$ cat config.mk
export PLATFORM = sky130hd
export DESIGN_NAME = osc_bank
export DESIGN_NICKNAME = d
export VERILOG_FILES = /design/src/rtl/osc_bank.sv
export SDC_FILE = /design/constraint.sdc
export NUM_CORES = 1
export LEC_CHECK = 0
export CAP_MARGIN = 10
export CORE_MARGIN = 4
export CORE_UTILIZATION = 35
export DETAILED_ROUTE_END_ITERATION = 16
export PLACE_DENSITY = 0.63
export RECOVER_POWER = 100
export SKIP_CTS_REPAIR_TIMING = 1
export SYNTH_ARGS = -nofsm -noshare
export SYNTH_HDL_FRONTEND = slang
export SYNTH_SLANG_ARGS = --single-unit
$ cat constraint.sdc
create_clock -name clk_i -period 6.6 [get_ports clk_i]
set_input_delay 0.66 -clock clk_i [delete_from_list [all_inputs] [get_ports clk_i]]
set_output_delay 0.66 -clock clk_i [all_outputs]
set_load 0.01 [all_outputs]
$ cat src/rtl/osc_bank.sv
// osc_bank: polyphonic MIDI-note pulse oscillators with a shared two-cycle configuration port
// and a registered count of voices currently high.
module osc_bank #(
    parameter int NUM_VOICES = 4,
    parameter int CNT_BW     = 16,
    parameter int F_CLK_HZ   = 1_000_000,
    localparam int VW = NUM_VOICES > 1 ? $clog2(NUM_VOICES) : 1,
    localparam int MW = $clog2(NUM_VOICES + 1)
) (
    input  logic                  clk_i,
    input  logic                  rst_i,
    input  logic                  sync_i,
    input  logic                  cfg_valid_i,
    output logic                  cfg_ready_o,
    input  logic [VW-1:0]         cfg_voice_i,
    input  logic [7:0]            cfg_note_i,
    input  logic [1:0]            cfg_mode_i,
    input  logic                  cfg_gate_i,
    output logic [NUM_VOICES-1:0] wave_o,
    output logic [MW-1:0]         mix_o
);
    localparam longint FB = longint'(F_CLK_HZ) * 500;
    // Half periods of the lowest octave (notes 0..11), shifted down per octave.
    localparam logic [31:0] HALF0 [12] = '{
        32'(FB / 8176),  32'(FB / 8662),  32'(FB / 9177),  32'(FB / 9723),
        32'(FB / 10301), 32'(FB / 10913), 32'(FB / 11562), 32'(FB / 12250),
        32'(FB / 12978), 32'(FB / 13750), 32'(FB / 14568), 32'(FB / 15434)
    };
    localparam logic [31:0] HMAX = 32'(2 ** (CNT_BW - 1) - 1);

    function automatic logic [2*CNT_BW-1:0] convert(input logic [7:0] note, input logic [1:0] mode);
        logic [7:0]  n;
        logic [31:0] h;
        logic [31:0] t;
        n = note < 8'd21 ? 8'd21 : note > 8'd127 ? 8'd127 : note;
        h = HALF0[4'(n % 8'd12)] >> (n / 8'd12);
        h = h == 32'd0 ? 32'd1 : h > HMAX ? HMAX : h;
        t = mode == 2'd0 ? h : mode == 2'd1 ? h >> 1 : mode == 2'd2 ? h >> 2 : h + (h >> 1);
        return {CNT_BW'(h << 1), CNT_BW'(t)};
    endfunction

    localparam logic [2*CNT_BW-1:0] RST_PT = convert(8'd21, 2'd0);

    logic                  accept;
    logic                  pend;
    logic [VW-1:0]         st_voice;
    logic [7:0]            st_note;
    logic [1:0]            st_mode;
    logic                  st_gate;
    logic [CNT_BW-1:0]     cv_p;
    logic [CNT_BW-1:0]     cv_t;
    logic [NUM_VOICES-1:0] gate;
    logic [CNT_BW-1:0]     period [NUM_VOICES];
    logic [CNT_BW-1:0]     thr    [NUM_VOICES];
    logic [CNT_BW-1:0]     phase  [NUM_VOICES];

    assign accept = cfg_valid_i & cfg_ready_o;
    assign {cv_p, cv_t} = convert(st_note, st_mode);

    for (genvar v = 0; v < NUM_VOICES; v++) begin : g_wave
        assign wave_o[v] = gate[v] & (phase[v] < thr[v]);
    end

    always_ff @(posedge clk_i) begin
        if (rst_i) begin
            cfg_ready_o <= 1'b0;
            pend        <= 1'b0;
            st_voice    <= '0;
            st_note     <= '0;
            st_mode     <= '0;
            st_gate     <= 1'b0;
            mix_o       <= '0;
            gate        <= '0;
            for (int v = 0; v < NUM_VOICES; v++) begin
                phase[v]  <= '0;
                period[v] <= RST_PT[2*CNT_BW-1:CNT_BW];
                thr[v]    <= RST_PT[CNT_BW-1:0];
            end
        end else begin
            cfg_ready_o <= !accept;
            pend        <= accept;
            if (accept) {st_voice, st_note, st_mode, st_gate} <= {cfg_voice_i, cfg_note_i, cfg_mode_i, cfg_gate_i};
            mix_o <= MW'($countones(wave_o));
            for (int v = 0; v < NUM_VOICES; v++) begin
                if (pend && int'(st_voice) == v) begin
                    gate[v]   <= st_gate;
                    period[v] <= cv_p;
                    thr[v]    <= cv_t;
                    phase[v]  <= '0;
                end else begin
                    phase[v] <= (sync_i || !gate[v] || phase[v] == period[v] - 1'b1) ? '0 : phase[v] + 1'b1;
                end
            end
        end
    end
endmodule

Word-level counts from Yosys, hierarchy flattened
Memories as Yosys holds them, arrays and structs flattened.
Cells that the tools add are included.

storage, ports and cells
  register bits after elaboration = 22
  word-level logic and storage cells = 144
  input bits = 17
  memory bits (writable) = 188
  memories kept = 4
  output and inout port bits = 8
  ROM bits = 512

memory list
  name             words  bits a word  read ports  clocked after Yosys merged registers in  wr ports  line  text
  (no name shown)  16     32           1           0                                        0         36    h = HALF0[4'(n % 8'd12)] >> (n / 8'd12);
  phase            4      16           4           0                                        4         55    logic [CNT_BW-1:0] phase [NUM_VOICES];
  thr              4      16           4           0                                        4         54    logic [CNT_BW-1:0] thr [NUM_VOICES];
  period           4      15           4           0                                        4         53    logic [CNT_BW-1:0] period [NUM_VOICES];

cells by class
  shift-type cells = 1
  order comparisons = 8
  bitwise logic cells = 22
  muxes and demuxes = 55
  $add $sub $neg = 12
  reductions and logical operators = 20
  div/mod/pow operators = 2
  eq/ne operators = 9

operators by type and width
  cell                                                             number
  2-to-1 mux 16 bit                                                19
  adder 16 x 1 -> 16 bit, second input constant                    4
  equality test 16 bit                                             4
  less-than comparator 16 bit                                      4
  2-to-1 mux 32 bit                                                2
  subtractor 16 x 1 -> 16 bit, second input constant               4
  2-to-1 mux 15 bit                                                4
  2-to-1 mux 18 bit                                                2
  greater-than comparator 32 x 15 -> 1 bit, second input constant  1
  zero test 32 bit                                                 1
  >> shifter 32 x 8 -> 32 bit                                      1
  2-to-1 mux 1 bit                                                 26
  adder 16 bit                                                     1
  2-to-1 mux 8 bit                                                 2
  OR 1 bit                                                         16
  divider 8 x 4 -> 8 bit, second input constant                    1
  greater-than comparator 8 x 7 -> 1 bit, second input constant    1
  logical OR 1 bit                                                 8
  less-than comparator 8 x 5 -> 1 bit, second input constant       1
  modulo 8 x 4 -> 8 bit, second input constant                     1
  equality test 2 bit, second input constant                       3
  AND 1 bit                                                        5
  greater-or-equal comparator 5 bit, second input constant         1
  zero test 1 bit                                                  5
  other kinds (6)                                                  12

Longest topological paths before layout
Gate-level depths: netlist of run 1.

  depth after elaboration = 17
  gate-level depth with buffers = 33
  gate-level depth less buffers = 30

Worst setup path after synthesis of run 1
No wires, ideal clock.

  kind = register -> register
  start point = register st_note[7]
  end point = memory thr[0][14], data pin
  setup time = 0.266 ns
  cell stages (with the launch flop) = 32
  required time = 6.334 ns
  slack = 0.419 ns
  data arrival time = 5.915 ns
  path buffers = 3
  period minus slack after synthesis = 6.181 ns
  cells stage by stage = dfxtp_1 -> clkbuf_1 -> or2_2 -> nor2_2 -> inv_1 -> buf_2 -> ha_1 -> or4_4 -> a32oi_4 -> buf_6 -> a31o_2 -> a21oi_1 -> a21oi_1 -> o221a_2 -> nand4_1 -> nor3_1 -> a21boi_1 -> inv_1 -> ha_1 -> inv_1 -> fa_1 -> nor2b_1 -> o21ai_0 -> nand2b_1 -> a21o_1 -> a21o_1 -> a31oi_1 -> o21ai_0 -> a31oi_1 -> o21ai_0 -> mux2i_1 -> nand2_1

RTL lines
  item                    line  text
  start, declared         47    logic [7:0] st_note;
  start signal, assigned  82    if (accept) {st_voice, st_note, st_mode, st_gate} <= {cfg_voice_i, cfg_note_i, cfg_mode_i, cfg_gate_i};
  end, declared           54

==> summary.txt, run 1 <==
Logic synthesis
  • Yosys top cell by area: edfxtp_1
  • Post-synth top area share: 38.6%
  • Share of synthesized registers carrying an async set or reset: 0%
  • Synth top area cells: edfxtp_1 (39%), ha_1 (8.1%), nor2_1 (5.7%), xor2_1 (4.3%), xnor2_1 (4.0%)
  • Instance count of the mapped netlist: 1525
  • Cell with the most instances after synthesis: nor2_1
  • Top FF cell, synth: edfxtp_1
  • Post-synth EDFFs: 188
  • Sequential element share of the synthesized area: 41.7%
  • Avg Inst Size Synth: 9.58 um2
  • Mapped cell area: 14600 um2
  • Most frequent cells after synthesis: nor2_1 (222), edfxtp_1 (188), nand2_1 (131)
  • Synthesis Warnings: 0
  • Netlist cell types: 109
  • Yosys reg bits: 210

Timing
  • Final min period: 6.18 ns
  • Headroom to the max-slew limit: -47.1%
  • Hold Fails Final Rpt: 0
  • Final setup viols: 0
  • Skew final: 0.0177 ns
  • Fmax: 162 MHz
  • Final worst slack: 0.421 ns
  • Final period utilization: 93.6%
  • Setup TNS Final: 0 ns
  • Least-Margin Pin Slew: 2.21 ns
  • Fin. max-slew vios: 32
  • Hold Slack: 0.531 ns

Pwr
  • Int Power: 2.74 mW
  • Flop pwr share: 38.4%
  • Final total power: 4.01 mW
  • Leakage power: 6.40 nW
  • Clock power frac: 35.0%
  • Peak supply drop: 0.000181 V
  • Switching Power: 1.27 mW
  • Logic pwr share: 26.6%
  • Pwr dens: 240 nW/um2
  • Sw frac: 31.6%

Run status
  • Violated checks: capacitance limit, slew limit
  • Status: finished with violations

Global route
  • Largest net degree at the start of global routing: 33
  • First-pass GRT wire length: 60000 um
  • Total global routing track utilization: 16.7%
  • GRT overflow: 0
  • Vias in the first global route: 11000
  • Initial antenna violation count: 0

Detailed routing
  • Final ANT Viol Nets: 0
  • First-pass detailed-route iteration total: 5
  • Vias: 11500
  • 1st-iter DRT viols: 971
  • Post-Route WL: 37700 um
  • Drc violations: 0
  • Routed vias/inst: 5.28
  • WL per Instance: 17.3 um

CTS
  • Clock transition at the registers of the reported paths: 0.06 ns
  • TritonCTS buffer count: 25
  • Clock latency on the worst-skew pair: 0.56 ns
  • CTS tree: yes
  • Buffers from clock root to sink, at most: 3
  • Clock sink count: 210
  • Htree depth: 1
  • CTS Root Cell: clkbuf_16

Finish
  • Final net count: 1743
  • Share of post-route cells with drive strength above 1: 9.52%
  • Final Non-Filler Cells: 2181
  • Number of inserted diodes: 0
  • Area growth from synthesis to layout: 14.6%

Placement
  • GPL Wtd Cong: 0.930
  • DPL Wire Length: 27600 um
  • Post-place setup slack: 0.113 ns
  • IO buf count: 24
  • Dpl cells: 2132

Setup path
  • Startpoint type of the worst setup path: flip-flop
  • Crit-path max cell delay: 0.39 ns
  • Max FO, Critical Path: 12
  • Critical path's slowest cell: fa_1
  • Worst R2R Setup Slack: 0.42 ns
  • Crit path arrival time: 6.48 ns
  • CP Class: flip-flop to flip-flop
  • CP Data Required Time: 6.90 ns
  • CP Capture Type: flip-flop

Die
  • Starting Density: 35.6%
  • Die Span X: 212 um
  • I/O pin total: 25
  • Core Region: 41000 um2
  • FP Rows: 74
  • Die footprint: 45100 um2
  • DIE HEIGHT: 212 um

Hold path
  • Hold Path Class: flip-flop to flip-flop

Flow run
  • MaxCap Viol Count: 1
[registers in the layout (all words and copies together), names as in the netlist]
| name | cells |
|---|---|
| st_note | 8 |
| st_gate | 1 |
| cfg_ready_o | 1 |
| st_voice | 2 |
| phase | 64 |
| period | 60 |
| gate | 4 |
| pend | 1 |
| mix_o | 3 |
| st_mode | 2 |
| thr | 64 |
[critical path, delay by kind of cell (launching register included)]
kind / cells / cell delay [ns]
AO/OA/AOI/OAI: 15 / 2.54
adder cells (fa/ha/maj): 3 / 0.78
buffers and inverters: 5 / 0.58
flip-flops: 1 / 0.36
multiplexers: 1 / 0.33
AND/OR/NAND/NOR: 8 / 1.32
[cells by family (layout without fill, tap and decap cells)]
kind of cell,after synthesis,count (layout),synth area share [%]
compound gates,285,285,14.7
xor+xnor,137,137,8.21
fa+ha+maj,97,97,8.40
buf+inv,169,230,4.83
flops,210,210,41.7
mux,22,22,2.22
other cells,2,65,0.0514
simple gates,603,603,19.9
[layout by cell type, fill, tap and decap left out, types with 13 or more instances in the layout]
cell             synthesis  routed
a21oi_1                 59      59
clkbuf_16                0      25
and3_1                  21      21
edfxtp_1               188     188
nor3_1                  29      24
o21ai_0                 43      41
a31oi_1                 15      15
nor2b_1                 17      17
nand2b_1                22      22
nand4_1                 21      21
inv_1                  108     108
ha_1                    94      93
a22o_1                  13      13
dfxtp_1                 22      19
xor2_1                  71      70
nand3_1                 54      54
nor2_1                 222     221
conb_1                   2      65
buf_4                    4      42
nand2_1                131     131
a21o_1                  31      31
xnor2_1                 66      66
clkdlybuf4s50_1          0      19
[area by class of cell]
cell class                      count  area [um2]
Clock buffer                       33         676
Clock inverter                     13         163
Fill cell                        4015       24300
Inverter                          111         417
Multi-Input combinational cell   1209        8130
Sequential cell                   210        6090
Tap cell                          532         666
Timing Repair Buffer               73         598
[routing by layer]
metal	up-vias	track usage, %	share of wire (%)
met4	0	6.51	4.1
met5	-	0	0
met3	77	2.15	5.6
met1	5487	23.2	45
met2	306	26.7	45
li1	5638	-	-
[worst paths after layout]
| kind | endpoint | cells after the start | startpoint |
|---|---|---|---|
| worst max-delay path | thr[3][14]$_SDFFCE_PN1P_ | 32 | st_note[6]$_SDFFE_PP0P_ |
| worst min-delay path | st_note[5]$_SDFFE_PP0P_ | 1 | st_note[5]$_SDFFE_PP0P_ |
| worst max register to register | thr[3][14]$_SDFFCE_PN1P_ | 32 | st_note[6]$_SDFFE_PP0P_ |
| worst min register to register | st_note[5]$_SDFFE_PP0P_ | 1 | st_note[5]$_SDFFE_PP0P_ |
[power by group through the flow]
stage	combinational (mW)	sequential [mW]	clock, mW
CTS	1.04	1.54	1.44
global placement	1.03	1.57	0
finish	1.07	1.54	1.41
floorplan	0.707	1.54	0
detailed placement	1.03	1.57	0
global route	1.15	1.55	1.49
[through the flow]
| stage | util [%] | instance area (um2) |
|---|---|---|
| detailed placement | 38.6 | 15800 |
| floorplan | - | 14800 |
| global route | 40.8 | 16700 |
| global placement | 38.6 | 15800 |
| finish | 40.8 | 16700 |
| CTS | 40.6 | 16700 |
(Power assumes the default switching activity.)
==> run 2: changes to the inputs <==
--- a/config.mk
+++ b/config.mk
@@ -7,9 +7,10 @@
 export LEC_CHECK = 0
 export CAP_MARGIN = 10
 export CORE_MARGIN = 4
-export CORE_UTILIZATION = 35
+export CORE_UTILIZATION = 50
 export DETAILED_ROUTE_END_ITERATION = 16
-export PLACE_DENSITY = 0.63
+export HOLD_SLACK_MARGIN = 0.05
+export PLACE_DENSITY = 0.8
 export RECOVER_POWER = 100
 export SKIP_CTS_REPAIR_TIMING = 1
 export SYNTH_ARGS = -nofsm -noshare
==> run 2 against run 1 <==
The flow still finishes with violations (capacitance limit, slew limit); hold slack better by 0.042 ns; critical path depth decreased by 7; clock skew about the same; cell area is 2.0% lower; critical path type unchanged; critical endpoint is now thr[3][15]$_SDFFCE_PN0P_; largest cell class unchanged.
==> summary.txt, run 2 (synthesized netlist as in run 1, its figures left out) <==
CTS
  • Buffers from clock root to sink, at most: 3 (unchanged)
  • CTS tree: yes
  • Htree depth: 1 (unchanged)
  • CTS Root Cell: clkbuf_16
  • Clock sink count: 210 (unchanged)
  • Clock transition at the registers of the reported paths: 0.06 ns (about the same)
  • TritonCTS buffer count: 24 (-4.0%)
  • Clock latency on the worst-skew pair: 0.53 ns (-0.03 ns)

Timing
  • Final setup viols: 0 (unchanged)
  • Fmax: 160 MHz (-1.4%)
  • Final min period: 6.26 ns (+0.0860 ns)
  • Final period utilization: 94.9% (+1.3 points)
  • Least-Margin Pin Slew: 2.29 ns (+0.0796 ns)
  • Setup TNS Final: 0 ns (unchanged)
  • Skew final: 0.0181 ns (+0.000416 ns)
  • Fin. max-slew vios: 96 (+200%)
  • Hold Fails Final Rpt: 0 (unchanged)
  • RSZ-0062 raised after global routing: no
  • Headroom to the max-slew limit: -52.4% (-5.3 points)

Setup path
  • Max FO, Critical Path: 18 (+6)
  • CP Capture Type: flip-flop
  • CP Data Required Time: 6.85 ns (-0.05 ns)
  • Startpoint type of the worst setup path: flip-flop
  • CP Class: flip-flop to flip-flop
  • Crit path arrival time: 6.51 ns (+0.03 ns)

Detailed routing
  • Drc violations: 0 (unchanged)
  • Post-Route WL: 37100 um (-1.7%)
  • WL per Instance: 18.3 um (+5.7%)
  • 1st-iter DRT viols: 1152 (+19%)
  • Vias: 11900 (+3.6%)
  • Routed vias/inst: 5.88 (+11%)
  • First-pass detailed-route iteration total: 7 (+2)
  • Final ANT Viol Nets: 0 (unchanged)

Global route
  • Initial antenna violation count: 0 (unchanged)
  • Vias in the first global route: 11700 (+6.6%)
  • Total global routing track utilization: 23.1% (+6.4 points)
  • First-pass GRT wire length: 59200 um (-1.3%)
  • Largest net degree at the start of global routing: 33 (unchanged)
  • GRT overflow: 0 (unchanged)

Die
  • I/O pin total: 25 (unchanged)
  • Die footprint: 32000 um2 (-29%)
  • Core Region: 28800 um2 (-30%)
  • Starting Density: 50.8% (+15 points)
  • FP Rows: 62 (-16%)
  • Die Span X: 179 um (-16%)
  • DIE HEIGHT: 179 um (-16%)

Flow run
  • MaxCap Viol Count: 6 (+5)

Finish
  • Cell area after layout: 16400 um2 (-2.0%)
  • Number of inserted diodes: 0 (unchanged)
  • Final Non-Filler Cells: 2028 (-7.0%)
  • Commonest non-fill, non-tap cell in the layout: nor2_1
  • Most frequent cells in the layout: nor2_1 (222), edfxtp_1 (188), nand2_1 (132), inv_1 (108), ha_1 (92)
  • Regs by FF count: phase: 64 flops, thr: 64 flops, period: 60 flops
  • Area growth from synthesis to layout: 12.4%
  • Share of post-route cells with drive strength above 1: 8.27% (-1.2 points)
  • Final net count: 1739 (-0.23%)

Pwr
  • Pwr dens: 240 nW/um2 (+0.18%)
  • Leakage power: 6.36 nW (-0.73%)
  • Peak supply drop: 0.000244 V (+35%)

Run status
  • Violated checks: capacitance limit, slew limit
  • Status: finished with violations

Placement
  • DPL Wire Length: 26900 um (-2.5%)
  • GPL Wtd Cong: 0.982 (+5.5%)
  • Dpl cells: 1980 (-7.1%)
  • IO buf count: 24 (unchanged)
  • Placed Instance Area: 15600 um2 (-1.4%)

Hold path
  • Hold Path Class: flip-flop to flip-flop
[run 2: critical path: stages, from the launching register on]
cell and delay, ns:
dfxtp_2 0.35, buf_6 0.16, nand4bb_1 0.14, o221a_2 0.26, nor2_1 0.06, ha_2 0.24
o41a_1 0.44, buf_4 0.17, a32oi_4 0.41, clkbuf_4 0.23, o211ai_1 0.14, o31a_1 0.17
o22ai_1 0.13, o21bai_1 0.16, clkbuf_1 0.61, inv_1 0.15, ha_1 0.37, or2_2 0.28
a21oi_1 0.15, a21oi_1 0.08, a31o_2 0.29, a31oi_1 0.24, o21ai_0 0.18, a21o_1 0.22
a32oi_2 0.27, nor2_1 0.09
[run 2: routing by layer]
metal	global-route usage (%)	wire, um	vias to the layer above
met5	0	0	-
met4	11.5	2000	0
met3	3.88	3080	119
met2	39.2	17700	501
met1	28.5	14300	5673
li1	-	-	5634
[run 2: report_power, final]
group	switching [mW]	total [mW]	internal, mW
combinational	0.647	1.04	0.388
clock	0.543	1.36	0.821
sequential	0.0527	1.54	1.49
total	1.24	3.94	2.70
[run 2: stage by stage]
stage / util [%] / setup WS [ns] / hold WS, ns / power (mW)
floorplan: - / 0.419 / 0.487 / 2.25
global placement: 54.2 / 0.245 / 0.516 / 2.56
detailed placement: 54.2 / 0.149 / 0.553 / 2.58
CTS: 57.0 / 0.0970 / 0.567 / 3.95
global route: 57.0 / 0.000425 / 0.580 / 4.10
finish: 57.0 / 0.335 / 0.573 / 3.94
[run 2: worst paths after layout]
check,end,startpoint,cells past startpoint,slack [ns]
setup / recovery,thr[3][15]$_SDFFCE_PN0P_,st_note[4]$_SDFFE_PP0P_,25,0.34
hold / removal,gate[2]$_SDFFE_PP0P_,gate[2]$_SDFFE_PP0P_,2,0.57
setup reg to reg,thr[3][15]$_SDFFCE_PN0P_,st_note[4]$_SDFFE_PP0P_,25,0.34
hold reg to reg,gate[2]$_SDFFE_PP0P_,gate[2]$_SDFFE_PP0P_,2,0.57
[run 2: area by class of cell]
type,instances,area [um2]
Sequential cell,210,6090
Tap cell,384,480
Clock buffer,24,601
Timing Repair Buffer,70,541
Clock inverter,20,214
Multi-Input combinational cell,1209,8080
Fill cell,2464,12400
Inverter,111,417
==> run 3: changes to the inputs <==
--- a/config.mk
+++ b/config.mk
@@ -5,6 +5,7 @@
 export SDC_FILE = /design/constraint.sdc
 export NUM_CORES = 1
 export LEC_CHECK = 0
+export ABC_AREA = 0
 export CAP_MARGIN = 10
 export CORE_MARGIN = 4
 export CORE_UTILIZATION = 50
==> results of run 3 <==
No change in the layout: final DEF, timing and power equal those of run 2.
